==> src/rtl/regbank_pkg.sv <==
// Shared definitions for the register bank: default geometry, address-width
// helper and the read-port request type.
package regbank_pkg;

  localparam int DEF_WIDTH = 32;
  localparam int DEF_DEPTH = 16;
  localparam int MAX_AW    = 8;

  function automatic int addr_width(input int depth);
    int w;
    w = $clog2(depth);
    if (w < 1) begin
      return 1;
    end else begin
      return w;
    end
  endfunction

  // Read request carried to each port; address is widened to the largest legal AW.
  typedef struct packed {
    logic              re;
    logic [MAX_AW-1:0] raddr;
  } rd_req_t;

endpackage

==> src/rtl/regbank_rw_if.sv <==
// Bus bundle of the register bank: write port, hold, and two read ports.
interface regbank_rw_if #(
  parameter int WIDTH = 32,
  parameter int AW    = 4
);
  logic             we;
  logic [AW-1:0]    waddr;
  logic [WIDTH-1:0] wdata;
  logic             hold;
  logic             re_a;
  logic             re_b;
  logic [AW-1:0]    raddr_a;
  logic [AW-1:0]    raddr_b;
  logic [WIDTH-1:0] rdata_a;
  logic [WIDTH-1:0] rdata_b;
  logic             rvalid_a;
  logic             rvalid_b;

  modport master (
    output we, waddr, wdata, hold, re_a, re_b, raddr_a, raddr_b,
    input  rdata_a, rdata_b, rvalid_a, rvalid_b
  );

  modport slave (
    input  we, waddr, wdata, hold, re_a, re_b, raddr_a, raddr_b,
    output rdata_a, rdata_b, rvalid_a, rvalid_b
  );
endinterface

==> src/rtl/regbank_rdport.sv <==
// One registered read port: range check, hardwired zero, write forwarding
// and the rdata/rvalid output registers.
module regbank_rdport
  import regbank_pkg::*;
#(
  parameter int WIDTH    = DEF_WIDTH,
  parameter int DEPTH    = DEF_DEPTH,
  parameter int ZERO_REG = 0
) (
  input  logic              clk,
  input  logic              rst,
  input  logic              hold,
  input  rd_req_t           req,
  input  logic              wr_en,
  input  logic [MAX_AW-1:0] waddr,
  input  logic [WIDTH-1:0]  wdata,
  input  logic [WIDTH-1:0]  mem [DEPTH],
  output logic [WIDTH-1:0]  rdata,
  output logic              rvalid
);
  localparam int AW = addr_width(DEPTH);

  logic [WIDTH-1:0] sel_s;
  logic [WIDTH-1:0] rdata_r;
  logic             rvalid_r;

  // Read value selection; wr_en arrives already qualified, so forwarding never bypasses an ignored write.
  always_comb begin
    sel_s = '0;
    if (int'(req.raddr) >= DEPTH) begin
      sel_s = '0;
    end else if ((ZERO_REG != 0) && (req.raddr == '0)) begin
      sel_s = '0;
    end else if (wr_en && (waddr == req.raddr)) begin
      sel_s = wdata;
    end else begin
      sel_s = mem[req.raddr[AW-1:0]];
    end
  end

  // Output registers: reset wins over hold, hold freezes both, idle drops rvalid only.
  always_ff @(posedge clk) begin
    if (rst) begin
      rdata_r  <= '0;
      rvalid_r <= 1'b0;
    end else if (hold) begin
      rdata_r  <= rdata_r;
      rvalid_r <= rvalid_r;
    end else if (req.re) begin
      rdata_r  <= sel_s;
      rvalid_r <= 1'b1;
    end else begin
      rdata_r  <= rdata_r;
      rvalid_r <= 1'b0;
    end
  end

  assign rdata  = rdata_r;
  assign rvalid = rvalid_r;

endmodule

==> src/rtl/regbank_rw.sv <==
// Register bank top: DEPTH x WIDTH storage with one write port and two
// independent registered read ports.
module regbank_rw
  import regbank_pkg::*;
#(
  parameter int WIDTH    = DEF_WIDTH,
  parameter int DEPTH    = DEF_DEPTH,
  parameter int ZERO_REG = 0
) (
  input logic         clk,
  input logic         rst,
  regbank_rw_if.slave bus
);
  localparam int AW = addr_width(DEPTH);

  logic [WIDTH-1:0]  mem_r [DEPTH];
  logic              wr_en_s;
  logic [MAX_AW-1:0] waddr_s;
  rd_req_t           req_a_s;
  rd_req_t           req_b_s;

  // Qualify the write: out-of-range and hardwired-zero targets are dropped.
  always_comb begin
    wr_en_s = 1'b0;
    if (!bus.we) begin
      wr_en_s = 1'b0;
    end else if (int'(bus.waddr) >= DEPTH) begin
      wr_en_s = 1'b0;
    end else if ((ZERO_REG != 0) && (bus.waddr == '0)) begin
      wr_en_s = 1'b0;
    end else begin
      wr_en_s = 1'b1;
    end
  end

  assign waddr_s = MAX_AW'(bus.waddr);
  assign req_a_s = '{re: bus.re_a, raddr: MAX_AW'(bus.raddr_a)};
  assign req_b_s = '{re: bus.re_b, raddr: MAX_AW'(bus.raddr_b)};

  // Storage array; a write coinciding with reset is discarded.
  always_ff @(posedge clk) begin
    if (rst) begin
      for (int i = 0; i < DEPTH; i++) begin
        mem_r[i] <= '0;
      end
    end else if (wr_en_s) begin
      mem_r[bus.waddr[AW-1:0]] <= bus.wdata;
    end else begin
      mem_r <= mem_r;
    end
  end

  regbank_rdport #(.WIDTH(WIDTH), .DEPTH(DEPTH), .ZERO_REG(ZERO_REG)) u_port_a (
    .clk    (clk),
    .rst    (rst),
    .hold   (bus.hold),
    .req    (req_a_s),
    .wr_en  (wr_en_s),
    .waddr  (waddr_s),
    .wdata  (bus.wdata),
    .mem    (mem_r),
    .rdata  (bus.rdata_a),
    .rvalid (bus.rvalid_a)
  );

  regbank_rdport #(.WIDTH(WIDTH), .DEPTH(DEPTH), .ZERO_REG(ZERO_REG)) u_port_b (
    .clk    (clk),
    .rst    (rst),
    .hold   (bus.hold),
    .req    (req_b_s),
    .wr_en  (wr_en_s),
    .waddr  (waddr_s),
    .wdata  (bus.wdata),
    .mem    (mem_r),
    .rdata  (bus.rdata_b),
    .rvalid (bus.rvalid_b)
  );

endmodule

==> src/flat_wrapper.sv <==
// flat-port wrapper written by rule: the top's interface ports become plain ports
module regbank_rw_flat import regbank_pkg::*;
#(
  parameter int WIDTH    = DEF_WIDTH,
  parameter int DEPTH    = DEF_DEPTH,
  parameter int ZERO_REG = 0
)
  (clk, rst, bus_we, bus_waddr, bus_wdata, bus_hold, bus_re_a, bus_re_b, bus_raddr_a, bus_raddr_b, bus_rdata_a, bus_rdata_b, bus_rvalid_a, bus_rvalid_b);
  regbank_rw_if #(.WIDTH(WIDTH), .AW(4)) bus_i ();
  input logic clk;
  input logic rst;
  input wire logic [$bits(bus_i.we)-1:0] bus_we;
  input wire logic [$bits(bus_i.waddr)-1:0] bus_waddr;
  input wire logic [$bits(bus_i.wdata)-1:0] bus_wdata;
  input wire logic [$bits(bus_i.hold)-1:0] bus_hold;
  input wire logic [$bits(bus_i.re_a)-1:0] bus_re_a;
  input wire logic [$bits(bus_i.re_b)-1:0] bus_re_b;
  input wire logic [$bits(bus_i.raddr_a)-1:0] bus_raddr_a;
  input wire logic [$bits(bus_i.raddr_b)-1:0] bus_raddr_b;
  output wire logic [$bits(bus_i.rdata_a)-1:0] bus_rdata_a;
  output wire logic [$bits(bus_i.rdata_b)-1:0] bus_rdata_b;
  output wire logic [$bits(bus_i.rvalid_a)-1:0] bus_rvalid_a;
  output wire logic [$bits(bus_i.rvalid_b)-1:0] bus_rvalid_b;
  assign bus_i.we = bus_we;
  assign bus_i.waddr = bus_waddr;
  assign bus_i.wdata = bus_wdata;
  assign bus_i.hold = bus_hold;
  assign bus_i.re_a = bus_re_a;
  assign bus_i.re_b = bus_re_b;
  assign bus_i.raddr_a = bus_raddr_a;
  assign bus_i.raddr_b = bus_raddr_b;
  assign bus_rdata_a = bus_i.rdata_a;
  assign bus_rdata_b = bus_i.rdata_b;
  assign bus_rvalid_a = bus_i.rvalid_a;
  assign bus_rvalid_b = bus_i.rvalid_b;
  regbank_rw #(.WIDTH(WIDTH), .DEPTH(DEPTH), .ZERO_REG(ZERO_REG)) u_core (.clk(clk), .rst(rst), .bus(bus_i));
endmodule
==> config.mk <==
export PLATFORM = sky130hd
export DESIGN_NAME = regbank_rw_flat
export DESIGN_NICKNAME = d
export VERILOG_FILES = /design/src/rtl/regbank_pkg.sv /design/src/rtl/regbank_rw_if.sv /design/src/rtl/regbank_rdport.sv /design/src/rtl/regbank_rw.sv /design/src/flat_wrapper.sv
export SDC_FILE = /design/constraint.sdc
export NUM_CORES = 2
export LEC_CHECK = 0
export ABC_AREA = 1
export BUFFER_PORTS_ARGS = -buffer_cell sky130_fd_sc_hd__buf_2
export CAP_MARGIN = 20
export CORE_MARGIN = 3
export CORE_UTILIZATION = 30
export DETAILED_ROUTE_END_ITERATION = 10
export HOLD_SLACK_MARGIN = 0.03
export PLACE_DENSITY = 0.54
export SYNTH_ARGS = -nofsm -noshare
export SYNTH_HDL_FRONTEND = slang
export SYNTH_HIERARCHICAL = 1
export SYNTH_SLANG_ARGS = --single-unit
==> constraint.sdc <==
create_clock -name clk -period 4.4 [get_ports clk]
set_clock_uncertainty 0.15 [all_clocks]
set_input_delay 0.44 -clock clk [delete_from_list [all_inputs] [get_ports clk]]
set_output_delay 0.44 -clock clk [all_outputs]
set_load 0.02 [all_outputs]
Word-level counts from Yosys, hierarchy flattened
Cells that the tools add are included.
{"block": "totals", "ff_bits": 578, "inputBits": 50, "out_inout_bits": 66, "elab_cells": 53}
{"block": "op_classes", "n_lt_le_gt_ge": 6, "n_eq_ne": 2, "mux": 16, "bitwise": 4, "n_reduce_logical": 5}
{"operator": "bitwise mux 512 bit", "n": 1}
{"operator": "two-way mux 32 bit", "n": 9}
{"operator": "binary-select mux 32 bit (select 4 bit)", "n": 2}
{"operator": "demux 32 bit (select 4 bit)", "n": 1}
{"operator": "greater-or-equal comparator 5 bit (second input constant)", "n": 3}
{"operator": "NOT 4 -> 5 bit", "n": 3}
{"operator": "greater-or-equal comparator 4 x 5 -> 1 bit (second input constant)", "n": 2}
{"operator": "== test 4 bit", "n": 2}
{"operator": "< comparator 5 x 1 -> 1 bit (second input constant)", "n": 1}
{"operator": "AND reduction 2 bit", "n": 2}
{"operator": "logical AND 1 bit", "n": 3}
{"operator": "two-way mux 1 bit", "n": 3}
{"operator": "NOT 1 bit", "n": 1}

Depth between registers and ports, before layout
{"block": "depth", "word_depth": 6, "ltp_mapped": 13}

Hierarchy
The synthesis kept the hierarchy.
{"mod": "regbank_rw", "instances": 1, "cells_each": 2954, "area_each_um2": 20016.7, "seq_area_each_um2": 10249.8}
{"mod": "regbank_rdport", "instances": 2, "cells_each": 1456, "area_each_um2": 6905.4, "seq_area_each_um2": 660.6}

Least setup slack after synthesis
Ideal clock, no wire load.
{"block": "synth_timing", "path_type": "input to register", "start": "input port bus_raddr_a[2]", "end": "register u_core.u_port_a.rdata_r[13] (netlist: u_core/u_port_a/rdata[13])", "arrival_ns": 1.425, "t_required_ns": 4.119, "slack_ns": 2.694, "cell_stages": 9, "cell_sequence": "buf_2 xor2_1 nor2_2 buf_2 nand3_1 nand2_1 inv_1 nand2_1 a21oi_2"}
{"block": "synth_between", "elab_chain_cells": 6, "elab_cells_between_ends": 9}
{"item": "start: declaration", "line": "flat_wrapper.sv:18", "text": "input wire logic [$bits(bus_i.raddr_a)-1:0] bus_raddr_a;"}
{"item": "NOT 4 -> 5 bit (implied by the code)", "line": "regbank_rdport.sv:37", "text": "sel_s = mem[req.raddr[AW-1:0]];"}
{"item": "binary-select mux 32 bit (select 4 bit)", "line": "regbank_rdport.sv:37"}
{"item": "two-way mux 32 bit (implied by the code) (2 in series)", "line": "regbank_rdport.sv:37"}
{"item": "two-way mux 32 bit", "line": "regbank_rdport.sv:34", "text": "end else if (wr_en && (waddr == req.raddr)) begin"}
{"item": "two-way mux 32 bit *", "line": "regbank_rdport.sv:30", "text": "if (int'(req.raddr) >= DEPTH) begin"}
{"item": "end signal: assignment", "line": "regbank_rdport.sv:47", "text": "rdata_r <= rdata_r;"}
{"item": "end signal: assignment", "line": "regbank_rdport.sv:50", "text": "rdata_r <= sel_s;"}
{"item": "end signal: assignment", "line": "regbank_rdport.sv:53", "text": "rdata_r <= rdata_r;"}
{"item": "end: declaration", "line": "regbank_rdport.sv:24", "text": "logic [WIDTH-1:0] rdata_r;"}
Every way passes the cells marked *; elsewhere a longest branch is shown, timed or not. The select of a mux whose other input is x is not followed.
A chain may end at the register's enable or synchronous reset.

Worst setup path after layout
{"block": "layout_timing", "start": "input port bus_hold", "end": "register u_core.u_port_b.rdata_r[16] (netlist: u_core/u_port_b/rdata[16])"}
{"block": "layout_between", "elab_chain_cells": 2}
{"item": "start: declaration", "line": "flat_wrapper.sv:15", "text": "input wire logic [$bits(bus_i.hold)-1:0] bus_hold;"}
{"item": "NOT 1 bit (no source line)"}
{"item": "AND reduction 2 bit (no source line)"}
{"item": "end signal: assignment", "line": "regbank_rdport.sv:47"}
{"item": "end signal: assignment", "line": "regbank_rdport.sv:50"}
{"item": "end signal: assignment", "line": "regbank_rdport.sv:53"}
{"item": "end: declaration", "line": "regbank_rdport.sv:24"}
No other way between the ends.

==> summary.md <==
| Metric | Value |
|---|---|
| Clk slew on worst S/H paths | 0.06 ns |
| DRT iter0 DRCs | 4740 |
| Row cnt | 122 |
| Yosys warns | 6 |
| Setup_tns | 0 ns |
| CTS Root Cell | clkbuf_16 |
| DR WL/cell | 21.1 um |
| Layer with the highest usage | met2 |
| Crit path max fanout | 32 |
| Routed Wire Length | 153000 um |
| Unrepaired setup endpoints after global routing | false |
| Cell Count Post-Placement | 7110 |
| Synth top area cells | dfxtp_1 34%, nand2_1 24%, nand3_1 16% |
| Top-area cell type share of the netlist area | 34.2% |
| Status | finished clean |
| Pleak | 0.0163 uW |
| R2R Setup Slk | 2.76 ns |
| Max Clk Rate | 386 MHz |
| Crit path required time | 4.80 ns |
| Total clock sinks | 578 |
| Slew headroom | 25.7% |
| WS Path Type | input pin to register |
| Slew Viols, Final | 0 |
| Yosys cell types | 25 |
| Clock latency on the worst-skew pair | 0.64 ns |
| Length in cells of the worst reg-to-reg path | 8 |
| Detailed-route DRC error count | 0 |
| TritonCTS Buffers | 68 |
| WHS | 0.0787 ns |
| Final nets | 5769 |
| Buffers added on ports | 115 |
| Area Overhead vs Synth | 11.5% |
| TritonCTS clock tree | built |
| Finished Layout Cells | 7261 |
| Total GRT Usage | 25.1% |
| H-tree level count | 3 |
| Longest Clk Path Bufs | 3 |
| Total grt overflow | 0 |
| Slew @ Worst Pin | 1.11 ns |
| Layout cell share with drive strength beyond 1 | 6.00% |
| Met1 usage | 34.3% |
| Setup crit start | bus_hold |
| Met2 Usage GRT | 39.9% |
| Synthesized flop and latch total | 578 |
| Startpoint Class | input pin |
| Sequential area share after synthesis | 34.2% |
| Mapped Area | 33800 sq um |
| Final HPWL DP | 79500 um |
| ANT nets after route | 0 |
| Die height | 342 um |
| Cells after Synth | 5866 |
| DRT Pass-1 Iters | 9 |
| Via count | 37700 |
| Largest net degree at the start of global routing | 133 |
| Worst Hold Class | input pin to register |
| Vias in the first global route | 33600 |
| Reg-to-reg endpoint | u_core/u_port_b/rdata[1]$_SDFFE_PP0P_ |
| Synth area leader | dfxtp_1 |
| Setup violations, final | 0 |
| # Post-CTS Setup Buffers | 0 |
| FF-to-FF Start | u_core/mem_r[65]$_SDFFE_PP0P_ |
| Minimum clock period | 2.59 ns |
| Core area | 111000 sq um |
| Design Power | 13100 uW |
| Synth Area per Inst | 5.77 sq um |
| Starting density of the core | 30.4% |
| Worst Setup EP | u_core/u_port_b/rdata[16]$_SDFFE_PP0P_ |
| Gp weighted congestion | 0.847 |
| # IOs | 116 |
| Tcrit/Tclk final | 58.8% |
| Peak VDD IR | 0.234 mV |
| Hold Fails Final Rpt | 0 |
| Final core utilization | 33.9% |
| CP arrival | 2.99 ns |
| Met3 usage | 4.71% |
| Die area | 117000 sq um |
| Drt via density | 5.20 |
| Die X | 342 um |
| First-pass GRT wire length | 224000 um |
| Pwr Density | 347 nW/um^2 |
| Initial antenna violation count | 3 |
| Setup crit end kind | register |
| Max Cap Viol | 0 |
==> cells in the final DEF, fill, tap and decap left out, types with 3 or more instances in the layout <==
cell type,n
a21oi_1,68
buf_12,22
buf_2,110
buf_4,64
clkbuf_1,17
clkbuf_16,71
clkbuf_8,18
clkinv_2,9
conb_1,32
dfxtp_1,578
diode_2,3
dlygate4sd3_1,27
inv_1,292
inv_2,4
inv_6,3
inv_8,3
nand2_1,2178
nand3_1,1049
nand3_4,3
nand4_1,128
nor2_1,1042
nor2_4,24
o21ai_0,8
xor2_1,4
==> worst min path at each step <==
stage / cells after the start / slack (ns) / start / end
6_report: 3 / 0.08 / bus_wdata[15] / u_core/mem_r[111]$_SDFFE_PP0P_
5_1_grt: 3 / 0.07 / bus_wdata[7] / u_core/mem_r[103]$_SDFFE_PP0P_
4_1_cts: 3 / 0.04 / bus_wdata[7] / u_core/mem_r[487]$_SDFFE_PP0P_
3_5_place_dp: 2 / 0.30 / u_core/u_port_b/rvalid$_SDFFE_PP0N_ / u_core/u_port_b/rvalid$_SDFFE_PP0N_
3_3_place_gp: 2 / 0.29 / u_core/u_port_a/rvalid$_SDFFE_PP0N_ / u_core/u_port_a/rvalid$_SDFFE_PP0N_
2_1_floorplan: 2 / 0.30 / u_core/mem_r[155]$_SDFFE_PP0P_ / u_core/mem_r[155]$_SDFFE_PP0P_
==> metal layers <==
metal	wire [um]	vias up	share of wire, %
li1	-	18000	-
met1	64600	17400	42
met2	67100	2075	44
met3	16700	278	11
met4	4580	0	3.0
met5	0	-	0
==> what timing repair did <==
| item | in CTS | in global routing |
|---|---|---|
| hold endpoints to repair | 75 | 0 |
| gates resized for setup | 0 | 0 |
| setup endpoints to repair | 0 | 0 |
| hold buffers | 27 | 0 |
==> power by group <==
part           switching (uW)  total [uW]  internal, uW  leakage [uW]
Clock                    2450        5840          3390       0.00111
Sequential               80.9        5420          5340       0.00468
Combinational            1390        1840           452        0.0105
==> area by class of cell <==
cell class                      instances  area, sq um
Timing Repair Buffer                  225         1770
Clock buffer                          106         2090
Sequential cell                       578        11600
Antenna cell                            3         7.51
Multi-Input combinational cell       4544        19100
Fill cell                           12200        73600
Tap cell                             1488         1860
Clock inverter                         15          151
Inverter                              302         1160
==> logic make-up after synthesis <==
group	after synthesis	synth area share [%]
xor+xnor	4	0.104
flops	578	34.2
other cells	1	0.0111
buf+inv	775	10.2
compound gates	78	1.18
simple gates	4430	54.3
==> sequential cells by signal, summed over array words and instances (netlist names) <==
signal / cells
u_core/mem_r: 512
u_core/u_port_b/rdata: 32
u_core/u_port_a/rdata: 32
u_core/u_port_a/rvalid: 1
u_core/u_port_b/rvalid: 1
==> metrics by stage <==
| step | worst slack, ns | cell area [sq um] |
|---|---|---|
| 2_1_floorplan | 2.69 | 33900 |
| 3_3_place_gp | 1.36 | 35200 |
| 3_5_place_dp | 1.28 | 35200 |
| 4_1_cts | 1.91 | 37700 |
| 5_1_grt | 1.71 | 37700 |
| 6_report | 1.81 | 37700 |
==> cell usage after synthesis, drive strengths merged <==
| cell type | number |
|---|---|
| clkbuf | 145 |
| clkinv | 1 |
| a21oi | 70 |
| nor2 | 1066 |
| xor2 | 4 |
| o21ai | 8 |
| nand3 | 1052 |
| conb | 1 |
| nand4 | 128 |
| nor4 | 2 |
| nand2 | 2182 |
| buf | 328 |
| inv | 301 |
| dfxtp | 578 |
==> critical path: stages <==
cell and delay (ns):
dlygate4sd3_1 0.53, buf_2 0.14, inv_1 0.07, nand2_2 0.34, buf_12 0.33, nor4_4 0.20
buf_4 0.54, nand2_1 0.11, inv_1 0.07, nand2_1 0.06, a21oi_1 0.12
(Power assumes the default switching activity.)
